**src/rtl/apb_master_bridge.sv**
```systemverilog
// apb_master_bridge
// Request/response front end for an APB completer such as the GPIO block.
// Accepts one transfer at a time on a valid/ready request channel. It runs
// the APB SETUP and ACCESS phases and waits on PREADY. Read data and error
// status are returned on a valid/ready response channel.
//
// Optional feature macro: APB_TIMEOUT_EN
//   Defined   - ACCESS is aborted after TIMEOUT_CYCLES cycles with PREADY
//               low. The response then reports rsp_err=1 and rsp_timeout=1.
//   Undefined - ACCESS waits on PREADY indefinitely and rsp_timeout is 0.
module apb_master_bridge #(
  parameter int DATA_WIDTH     = 32,
  parameter int ADDR_WIDTH     = 32,
  parameter int TIMEOUT_CYCLES = 16
) (
  input  logic                    PCLK,
  input  logic                    PRESETn,
  // request channel
  input  logic                    req_valid,
  output logic                    req_ready,
  input  logic                    req_write,
  input  logic [ADDR_WIDTH-1:0]   req_addr,
  input  logic [DATA_WIDTH-1:0]   req_wdata,
  input  logic [DATA_WIDTH/8-1:0] req_strb,
  // response channel
  output logic                    rsp_valid,
  input  logic                    rsp_ready,
  output logic [DATA_WIDTH-1:0]   rsp_rdata,
  output logic                    rsp_err,
  output logic                    rsp_timeout,
  // APB requester port
  output logic                    PSELx,
  output logic                    PENABLE,
  output logic                    PWRITE,
  output logic [ADDR_WIDTH-1:0]   PADDR,
  output logic [DATA_WIDTH-1:0]   PWDATA,
  output logic [DATA_WIDTH/8-1:0] PSTRB,
  input  logic [DATA_WIDTH-1:0]   PRDATA,
  input  logic                    PREADY,
  input  logic                    PSLVERR
);

  localparam int STRB_W = DATA_WIDTH / 8;

  // Reject configurations that cannot work: the strobe needs whole bytes,
  // and a zero-cycle timeout would abort before the completer is sampled.
  if ((DATA_WIDTH % 8) != 0) begin : g_bad_data_width
    $error("apb_master_bridge: DATA_WIDTH must be a multiple of 8");
  end
  if (TIMEOUT_CYCLES < 1) begin : g_bad_timeout
    $error("apb_master_bridge: TIMEOUT_CYCLES must be at least 1");
  end

  typedef enum logic [1:0] {
    IDLE   = 2'd0,
    SETUP  = 2'd1,
    ACCESS = 2'd2,
    RESP   = 2'd3
  } state_t;

  state_t state;

`ifdef APB_TIMEOUT_EN
  localparam int CNT_W = $clog2(TIMEOUT_CYCLES + 1);
  localparam logic [CNT_W-1:0] WAIT_LAST = CNT_W'(TIMEOUT_CYCLES - 1);

  logic [CNT_W-1:0] wait_cnt;
  logic             timeout_q;

  assign rsp_timeout = timeout_q;
`else
  assign rsp_timeout = 1'b0;
`endif

  // The bridge is ready only in IDLE. This output is combinational, so it
  // is forced low while reset is asserted and never advertises acceptance
  // during reset.
  assign req_ready = (state == IDLE) && PRESETn;

  // Transfer sequencer. It registers every APB and response output.
  // Request fields are sampled only when a request is accepted in IDLE.
  // The APB address/data/strobe registers keep their values after the
  // transfer completes.
  always_ff @(posedge PCLK or negedge PRESETn) begin
    if (!PRESETn) begin
      state     <= IDLE;
      PSELx     <= 1'b0;
      PENABLE   <= 1'b0;
      PWRITE    <= 1'b0;
      PADDR     <= '0;
      PWDATA    <= '0;
      PSTRB     <= '0;
      rsp_valid <= 1'b0;
      rsp_rdata <= '0;
      rsp_err   <= 1'b0;
`ifdef APB_TIMEOUT_EN
      wait_cnt  <= '0;
      timeout_q <= 1'b0;
`endif
    end else begin
      case (state)
        IDLE: begin
          if (req_valid) begin
            PWRITE  <= req_write;
            PADDR   <= req_addr;
            PWDATA  <= req_wdata;
            PSTRB   <= req_write ? req_strb : {STRB_W{1'b0}};
            PSELx   <= 1'b1;
            PENABLE <= 1'b0;
            state   <= SETUP;
          end
        end

        SETUP: begin
          PENABLE  <= 1'b1;
`ifdef APB_TIMEOUT_EN
          wait_cnt <= '0;
`endif
          state    <= ACCESS;
        end

        ACCESS: begin
          if (PREADY) begin
            rsp_rdata <= PWRITE ? {DATA_WIDTH{1'b0}} : PRDATA;
            rsp_err   <= PSLVERR;
`ifdef APB_TIMEOUT_EN
            timeout_q <= 1'b0;
`endif
            PSELx     <= 1'b0;
            PENABLE   <= 1'b0;
            rsp_valid <= 1'b1;
            state     <= RESP;
          end
`ifdef APB_TIMEOUT_EN
          else if (wait_cnt == WAIT_LAST) begin
            wait_cnt  <= wait_cnt + 1'b1;
            rsp_rdata <= '0;
            rsp_err   <= 1'b1;
            timeout_q <= 1'b1;
            PSELx     <= 1'b0;
            PENABLE   <= 1'b0;
            rsp_valid <= 1'b1;
            state     <= RESP;
          end else begin
            wait_cnt  <= wait_cnt + 1'b1;
          end
`endif
        end

        RESP: begin
          if (rsp_ready) begin
            rsp_valid <= 1'b0;
            state     <= IDLE;
          end
        end

        default: begin
          state <= IDLE;
        end
      endcase
    end
  end

endmodule

```
**config.mk**
```make
export PLATFORM = sky130hd
export DESIGN_NAME = apb_master_bridge
export DESIGN_NICKNAME = d
export VERILOG_FILES = /design/src/rtl/apb_master_bridge.sv
export SDC_FILE = /design/constraint.sdc
export NUM_CORES = 1
export LEC_CHECK = 0
export ABC_CLOCK_PERIOD_IN_PS = 2000
export BUFFER_PORTS_ARGS = -buffer_cell sky130_fd_sc_hd__buf_2
export CAP_MARGIN = 10
export CORE_UTILIZATION = 40
export CTS_CLUSTER_DIAMETER = 50
export DETAILED_ROUTE_END_ITERATION = 8
export PLACE_DENSITY_LB_ADDON = 0.08
export SLEW_MARGIN = 20
export SYNTH_ARGS = -nofsm -noshare
export SYNTH_HDL_FRONTEND = slang
export SYNTH_SLANG_ARGS = --single-unit
```
**constraint.sdc**
```tcl
create_clock -name PCLK -period 2 [get_ports PCLK]
set_input_delay 0.6 -clock PCLK [delete_from_list [all_inputs] [get_ports PCLK]]
set_output_delay 0.6 -clock PCLK [all_outputs]
set_load 0.01 [all_outputs]
```
==> results_dict.tcl, run 1 <==
set metrics [dict create \
    routed.top_layer "met4" \
    worstPathArrival_ns 1.33 \
    syn_to_final_growth_pct 32.7 \
    grt_pass1_vias 3261 \
    final_layout_size_suffix_gt1_share_pct 56.4 \
    ys_seq_area_share_pct 62.5 \
    startpoint "state[1]" \
    cts_tree "done" \
    drtAntennaViolNets 0 \
    clkTransAtPathRegs_ns 0.10 \
    ys_seq_elements 107 \
    avgSynthCellArea_sq_um 13.2 \
    root_buffer "clkbuf_8" \
    finalHoldViolations 0 \
    grt_max_degree 108 \
    fmax_mhz 518 \
    timing.final.crit_share_pct 96.4 \
    relSlewSlack_pct 62.3 \
    min_period_ns 1.93 \
    dr.pass1.iters 4 \
    initial_core_util_pct 41.3 \
    rr_endpoint "state[1]" \
    netlist_area_sq_mm 0.00429 \
    dp_cells 662 \
    die-area_sq_mm 0.0111 \
    setup_ws_ns 0.0713 \
    endpoint "req_ready" \
    vias 3104 \
    end_kind "output pin" \
    clkLatencyLatePin_ns 0.36 \
    yosysUniqueCellTypes 23 \
    slew_violations 0 \
    cts_hold_buf 0 \
    hp-class "in -> async" \
    worst_setup_path_start_kind "flop" \
    cts.htree.levels 3 \
    synthCells 325 \
    finalSetupTns_ns 0 \
    critical_path_class "reg -> out" \
    first_iter_violations 93 \
    finish.utilization_pct 54.9 \
    rows 37 \
    layout_commonest_cell "buf_2" \
    r2r_slack_ns 0.27 \
    yosys_warnings 0 \
    core_sq_mm 0.0104 \
    wl_per_cell_um 14.6 \
    power_density_mw_per_mm2 1550 \
    setup_viol 0 \
    routed-wl-met3_um 738 \
    route.met2.wl_mm 4.81 \
    die_h_um 106 \
    fin_skew_ns 0.0100 \
    hpwlAfterDp_mm 7.18 \
    run_status "finished clean" \
    final_cell_mix "211 x buf_2, 107 x dfrtp_1, 67 x mux2_2, 40 x nand2_1, 38 x o21ai_0" \
    reg2reg_from "state[1]" \
    cts.sinks 107 \
    layout.nets 651 \
    maxCapViolations 0 \
    gp_congestion 0.720 \
    place_ws_ns 0.251 \
    fin_cells 680 \
    ir_worst_vdd_uv 610 \
    grt_use_total_pct 18.5 \
    critPathRequiredTime_ns 1.40 \
    cts.path.max_buffers 2 \
    worstMarginPinSlew_ns 0.566 \
    rsz0062_at_grt "false" \
    antenna_found_initial 1 \
    reg2reg_depth 5 \
    grt_pass1_wl_mm 16.0 \
    antenna_cells 0 \
    drc 0 \
    pin_count 214 \
    viasPerCell 4.56 \
    portBuffers 212 \
    syn_nets 437 \
    grt-ovfl-total 0 \
    whs_ns 0.342 \
    cts_inserted_buffers 9 \
    wirelength_met1_mm 4.23 \
    leakagePower_nw 2.93 \
    wl_mm 9.90 \
    die_w_um 106 \
    path_max_fanout 5 \
]
==> layer usage <==
layer  global-route usage (%)  vias to the layer above
met1                     23.0                     1462
met3                     4.64                       11
met4                     7.74                        0
li1                         -                     1507
met2                     30.8                      124
met5                        0                        -
==> flip-flops by register name (all words and copies together) (netlist names), 2 cells and up <==
name / cells
PSTRB: 4
rsp_rdata: 32
state: 2
PADDR: 32
PWDATA: 32
==> how the worst min path moves through the flow <==
stage / startpoint / end / slack (ns) / cells after the start
2_1_floorplan: PRESETn / PADDR[0] / 0.30 / 0
3_3_place_gp: rsp_rdata[26] / rsp_rdata[26] / 0.46 / 2
3_5_place_dp: rsp_rdata[31] / rsp_rdata[31] / 0.46 / 2
4_1_cts: PRESETn / rsp_rdata[15] / 0.37 / 2
5_1_grt: PRESETn / PADDR[6] / 0.38 / 2
6_report: PRESETn / PADDR[6] / 0.34 / 2
==> kinds of logic (layout without fill, tap and decap cells) <==
family	count (synthesis)	count (layout)	share of synthesized area [%]
flip-flops	107	107	62.5
AND/OR/NAND/NOR	79	79	9.05
multiplexers	70	70	18.3
AO/OA/AOI/OAI	41	41	5.05
buffers and inverters	22	241	3.53
adder cells (fa/ha/maj)	5	5	1.46
other	1	1	0.0875
==> cells in the mapped netlist <==
cell / instances / area (sq um)
nand2b_1: 32 / 200
conb_1: 1 / 3.75
nand2_2: 1 / 6.26
nor3_1: 1 / 5.00
a211oi_2: 1 / 12.5
mux2_2: 67 / 754
buf_6: 2 / 22.5
a21oi_1: 1 / 5.00
and2_1: 1 / 6.26
nor2b_1: 2 / 12.5
clkbuf_8: 4 / 55.1
nand2_1: 41 / 154
mux2_1: 1 / 11.3
o21ai_0: 38 / 190
buf_4: 2 / 15.0
mux2i_1: 2 / 20.0
inv_1: 4 / 15.0
dfrtp_1: 107 / 2680
buf_2: 5 / 25.0
ha_1: 5 / 62.6
a22o_1: 1 / 8.76
clkbuf_1: 5 / 18.8
nor2_1: 1 / 3.75
==> report_power, final <==
part	total [W]	switching (W)	leakage [nW]	internal [W]
clock network	0.00129	0.000713	0.0971	0.000578
logic	0.00381	0.00189	1.54	0.00191
registers	0.00370	0.000483	1.29	0.00322
==> stage by stage <==
stage          instance area, sq um  total power, W
2_1_floorplan                  4290         0.00596
3_3_place_gp                   5480         0.00742
3_5_place_dp                   5480         0.00755
4_1_cts                        5680         0.00889
5_1_grt                        5690         0.00944
6_report                       5690         0.00879
==> timing repair <==
action,4_1_cts,5_1_grt
pin swaps,0,0
gates cloned,0,0
buffers inserted,2,0
setup endpoints to repair,1,1
resized for setup,1,2
==> critical path: stages, from the launching register on <==
cell	delay, ns
dfrtp_1	0.39
inv_1	0.12
ha_4	0.17
and2_1	0.15
buf_2	0.14
==> cell type report <==
type                       instances  area, sq um
inverter                           4         15.0
clock inverter                     5         53.8
multi-input combinational        196         1470
timing repair buffer             221         1170
sequential                       107         2680
clock buffer                      11          131
fill                             972         4680
tap                              136          170
No activity file was read; power rests on OpenSTA's default activity.
==> run 2, diff against run 1 <==
--- a/config.mk
+++ b/config.mk
@@ -10,6 +10,7 @@
 export CAP_MARGIN = 10
 export CORE_UTILIZATION = 40
 export CTS_CLUSTER_DIAMETER = 50
+export CTS_CLUSTER_SIZE = 24
 export DETAILED_ROUTE_END_ITERATION = 8
 export PLACE_DENSITY_LB_ADDON = 0.08
 export SLEW_MARGIN = 20
==> constraint.sdc (replaced) <==
create_clock -name PCLK -period 2 [get_ports PCLK]
set_input_delay 0.6 -clock PCLK [delete_from_list [all_inputs] [get_ports PCLK]]
set_output_delay 0.6 -clock PCLK [all_outputs]
set_load 0.005 [all_outputs]
==> run 2 against run 1 <==
Fmax up 0.96%. Total power shrank 5.7%. Sequential share of layout area is 0.12 points higher. Via count rose by 0.45%. Cell count is 0.15% higher. First-iteration DRC count grew 42%. Critical path depth unchanged. Setup slack better by 0.018 ns. Non-clock buffer count unchanged. Flip-flop and latch count unchanged. Core utilization shrank 0.14 points. Critical path type unchanged. Largest power group is now sequential cells. Highest routed layer unchanged.
==> results_dict.tcl, run 2 (synthesized netlist as in run 1, its figures left out) <==
set metrics [dict create \
    timing.final.crit_share_pct 95.5 \
    cts.htree.levels 3 \
    reg2reg_depth 5 \
    root_buffer "clkbuf_8" \
    grt_max_degree 108 \
    hp-class "in -> async" \
    finalHoldViolations 0 \
    worstMarginPinSlew_ns 0.570 \
    hpwlAfterDp_mm 7.11 \
    core_sq_mm 0.0104 \
    first_iter_violations 132 \
    die-area_sq_mm 0.0111 \
    cts.path.max_buffers 2 \
    grt_pass1_wl_mm 16.0 \
    pin_count 214 \
    die_w_um 106 \
    critPathRequiredTime_ns 1.40 \
    relSlewSlack_pct 62.0 \
    startpoint "state[1]" \
    drc 0 \
    portBuffers 212 \
    final_cell_mix "211 x buf_2, 107 x dfrtp_1, 67 x mux2_2, 40 x nand2_1, 38 x o21ai_0" \
    cts_tree "done" \
    syn_to_final_growth_pct 32.4 \
    end_kind "output pin" \
    fin_total_pwr_w 0.00829 \
    wl_per_cell_um 14.4 \
    finalSetupTns_ns 0 \
    final_layout_size_suffix_gt1_share_pct 56.4 \
    run_status "finished clean" \
    setup_viol 0 \
    worstPathArrival_ns 1.31 \
    antenna_found_initial 1 \
    grt_pass1_vias 3139 \
    cts_inserted_buffers 9 \
    path_max_fanout 5 \
    top_regs "PADDR: 32 flops, PWDATA: 32 flops, rsp_rdata: 32 flops" \
    gp_congestion 0.746 \
    fin_cells 681 \
    grt-ovfl-total 0 \
    layout.nets 651 \
    slew_violations 0 \
    ir_worst_vdd_uv 689 \
    dpl_cell_area_sq_mm 0.00546 \
    leakagePower_nw 2.91 \
    worst_setup_path_start_kind "flop" \
    dp_cells 661 \
    vias 3118 \
    r2r_slack_ns 0.28 \
    final_cell_area_sq_mm 0.00567 \
    dr.pass1.iters 4 \
    die_h_um 106 \
    rr_endpoint "state[1]" \
    critical_path_class "reg -> out" \
    grt_use_total_pct 18.7 \
    fin_skew_ns 0.00824 \
    maxCapViolations 0 \
    cts.sinks 107 \
    power_density_mw_per_mm2 1460 \
    rows 37 \
    clkLatencyLatePin_ns 0.36 \
    initial_core_util_pct 41.3 \
    layout_commonest_cell "buf_2" \
    rsz0062_at_grt "false" \
    viasPerCell 4.58 \
    wl_mm 9.84 \
    reg2reg_from "state[1]" \
    clkTransAtPathRegs_ns 0.10 \
    min_period_ns 1.91 \
    drtAntennaViolNets 0 \
    fmax_mhz 523 \
]
run 2: cell type report:
type,instances,area [sq um]
Antenna cell,1,2.50
Tap cell,136,170
Clock inverter,4,25.0
Timing Repair Buffer,221,1160
Clock buffer,12,155
Multi-Input combinational cell,196,1470
Inverter,4,15.0
Sequential cell,107,2680
Fill cell,986,4700
run 2: per-layer routing:
layer  wire, um  GRT usage, %  part of all wire, %  vias to the layer above
li1           -             -                    -                     1504
met1       4200          23.7                   43                     1475
met4        151          7.24                  1.5                        0
met2       4710          30.8                   48                      125
met5          0             0                    0                        -
met3        775          4.70                  7.9                       14
run 2: report_power, final:
part	leakage [nW]	internal [W]	switching [W]
registers	1.29	0.00322	0.000484
clock network	0.0884	0.000518	0.000708
logic	1.53	0.00188	0.00148
run 2: metrics by stage:
step	setup WS, ns	util, %	hold WS [ns]
2_1_floorplan	0.456	-	0.304
3_3_place_gp	0.363	52.6	0.457
3_5_place_dp	0.307	52.6	0.466
4_1_cts	0.0187	54.4	0.380
5_1_grt	0.000337	54.7	0.370
6_report	0.0896	54.7	0.326
run 2: worst max path at each step:
stage	to	slack (ns)	cells past startpoint
CTS	req_ready	0.02	4
floorplan	state[1]	0.46	5
global placement	req_ready	0.36	3
finish	req_ready	0.09	4
global route	req_ready	0.0003	4
detailed placement	PADDR[7]	0.31	5
run 2: worst max-delay path, stage by stage, from the launching register on:
cell and delay [ns]:
dfrtp_1 0.42, inv_1 0.12, ha_4 0.16, and2_1 0.13, buf_2 0.11
run 2: what timing repair did:
| item | 4_1_cts | 5_1_grt |
|---|---|---|
| pin swaps | 0 | 0 |
| setup endpoints to repair | 1 | 1 |
| buffers inserted | 1 | 2 |
| gates resized for setup | 1 | 1 |
| hold buffers | 0 | 0 |
==> run 3, diff against run 2 <==
--- a/config.mk
+++ b/config.mk
@@ -5,6 +5,7 @@
 export SDC_FILE = /design/constraint.sdc
 export NUM_CORES = 1
 export LEC_CHECK = 0
+export ABC_AREA = 1
 export ABC_CLOCK_PERIOD_IN_PS = 2000
 export BUFFER_PORTS_ARGS = -buffer_cell sky130_fd_sc_hd__buf_2
 export CAP_MARGIN = 10
==> run 3 against run 2 <==
Hold slack worse by 0.0014 ns. Count of clock-buffer cells in the layout is 2 lower. Clock skew is 0.00075 ns lower. Non-clock buffer count is 1 lower. First-iteration DRC count is 77% higher. Die area is 0.86% lower. Synthesized area is 0.88% lower. Register-to-register slack better by 0.24 ns. Global-route usage is 1.0 points higher. Clock power is 5% higher. Total power is 3.8% lower. Combinational power is 8.6% lower. Critical endpoint unchanged.
==> results_dict.tcl, run 3 <==
set metrics [dict create \
    slew_violations 0 \
    grt_pass1_wl_mm 17.5 \
    leakagePower_nw 3.32 \
    synth_edf_count 0 \
    synth_xor_area_share_pct 0 \
    end_kind "output pin" \
    yosys.area.top_type "dfrtp_1" \
    relSlewSlack_pct 61.9 \
    initial_core_util_pct 41.1 \
    synth_top_family_by_area "simple AND/OR/NAND/NOR gates" \
    portBuffers 212 \
    grt-ovfl-total 0 \
    cts.sinks 107 \
    hp-class "in -> async" \
    antenna_found_initial 0 \
    fin_skew_ns 0.00749 \
    synthCells 481 \
    synthTopCellsByCount "285 x nand2_1, 107 x dfrtp_1, 38 x o21ai_0" \
    first_iter_violations 233 \
    yosys_warnings 0 \
    cts.path.max_buffers 2 \
    wl_per_cell_um 12.6 \
    cts.htree.levels 3 \
    final_cell_mix "285 x nand2_1, 211 x buf_2, 106 x dfrtp_1, 38 x o21ai_0" \
    synth_compound_area_share_pct 4.59 \
    finalHoldViolations 0 \
    die_h_um 105 \
    synthTopCellsByArea "dfrtp_1 63%, nand2_1 25%, o21ai_0 4.5%" \
    avgSynthCellArea_sq_um 8.83 \
    setup_viol 0 \
    dr.pass1.iters 4 \
    finalSetupTns_ns 0 \
    viasPerCell 4.49 \
    maxCapViolations 0 \
    die-area_sq_mm 0.0110 \
    rows 37 \
    cts_tree "done" \
    core_sq_mm 0.0103 \
    syn_nets 593 \
    critPathRequiredTime_ns 1.40 \
    clkTransAtPathRegs_ns 0.10 \
    dp_cells 812 \
    cts_hold_buf 0 \
    post-cts-setup-buffers 0 \
    whs_ns 0.324 \
    critical_path_class "reg -> out" \
    ys_seq_elements 107 \
    num-fill-cells 1026 \
    cts_resized 0 \
    netlist_area_sq_mm 0.00425 \
    worstMarginPinSlew_ns 0.571 \
    yosysTopAreaCellShare_pct 63.0 \
    yosysMostFrequentCell "nand2_1" \
    synthSimpleGateAreaFrac_pct 26.2 \
    fin_cells 826 \
    layout.nets 799 \
    syn_to_final_growth_pct 32.3 \
    ir_worst_vdd_uv 579 \
    timing.final.crit_share_pct 93.9 \
    power_density_mw_per_mm2 1420 \
    synthAdderAreaFrac_pct 1.47 \
    grt_use_total_pct 19.7 \
    drtAntennaViolNets 0 \
    vias 3710 \
    layout_commonest_cell "nand2_1" \
    yosysUniqueCellTypes 16 \
    antenna_cells 0 \
    rsz0062_at_grt "false" \
    muxShareOfSynthArea_pct 0 \
    clkLatencyLatePin_ns 0.35 \
    min_period_ns 1.88 \
    final_layout_size_suffix_gt1_share_pct 34.5 \
    root_buffer "clkbuf_8" \
    worstPathArrival_ns 1.28 \
    gp_congestion 0.781 \
    hpwlAfterDp_mm 7.33 \
    grt_pass1_vias 3643 \
    die_w_um 105 \
    grt_max_degree 108 \
    fmax_mhz 533 \
    synthFlopType "dfrtp_1" \
    ys_seq_area_share_pct 63.0 \
    cts_inserted_buffers 9 \
    pin_count 214 \
    top_regs "PADDR: 32 flops, PWDATA: 32 flops, rsp_rdata: 32 flops" \
    wl_mm 10.4 \
    worst_setup_path_start_kind "flop" \
    ys_async_sr_fraction_pct 100 \
    run_status "finished clean" \
    drc 0 \
    path_max_fanout 5 \
]
run 3: changes by cell type in the layout (fill, tap and decap cells not counted), sizes merged, moves of 3 or more:
cell,change
nand4,+3
inv,+7
nand2,+244
mux2,-68
nand2b,-32
nand3,+4
run 3: critical path, cell delays in order, from the launching register on:
cell and delay [ns]:
dfrtp_2 0.44, inv_1 0.13, ha_4 0.17, nand2_1 0.05, inv_1 0.04, buf_2 0.10
run 3: path summary, 6_finish.rpt:
check                                   from             to  slack [ns]  cells past startpoint
worst min-delay path                 PRESETn  rsp_rdata[11]        0.32                      2
max in group asynchronous            PRESETn       state[0]        1.20                      2
worst max-delay path                state[0]      req_ready        0.12                      5
min in group PCLK               req_wdata[4]      PWDATA[4]        0.44                      3
worst max register to register      state[0]  rsp_rdata[17]        0.52                      6
worst min register to register         PSELx          PSELx        0.47                      2
run 3: through the flow:
step                      util, %  instance area, sq um  total power (W)  setup slack, ns
after floorplan                 -                  4250          0.00527            0.601
after global placement       52.4                  5410          0.00663            0.457
after detailed placement     52.4                  5410          0.00675            0.429
after CTS                    54.3                  5600          0.00808           0.0385
after global routing         54.4                  5620          0.00873           0.0350
final                        54.4                  5620          0.00798            0.122
run 3: final cells by class:
type | instances | area [sq um] | area share [%]
sequential | 107 | 2680 | 47.7
timing repair buffer | 220 | 1150 | 20.4
clock buffer | 10 | 138 | 2.45
clock inverter | 4 | 52.6 | 0.935
multi-input combinational | 338 | 1390 | 24.7
inverter | 11 | 41.3 | 0.735
tap | 136 | 170 | 3.03
run 3: metal layers:
| metal | GRT usage, % | share of wire, % | wire [um] | vias to the layer above |
|---|---|---|---|---|
| li1 | - | - | - | 1881 |
| met4 | 6.14 | 1.4 | 150 | 0 |
| met2 | 31.5 | 45 | 4730 | 144 |
| met1 | 26.5 | 45 | 4640 | 1670 |
| met3 | 4.80 | 8.7 | 905 | 15 |
| met5 | 0 | 0 | 0 | - |
run 3: logic make-up (layout without fill, tap and decap cells):
kind of cell / after synthesis / after routing
fa+ha+maj: 5 / 5
simple gates: 293 / 293
buf+inv: 36 / 245
flops: 107 / 107
compound gates: 39 / 39
other cells: 1 / 1
run 3: power breakdown:
part / internal [W] / leakage (nW) / switching, W
Clock: 0.000600 / 0.0865 / 0.000691
Sequential: 0.00312 / 1.35 / 0.000490
Combinational: 0.00136 / 1.89 / 0.00172
Total: 0.00508 / 3.32 / 0.00290
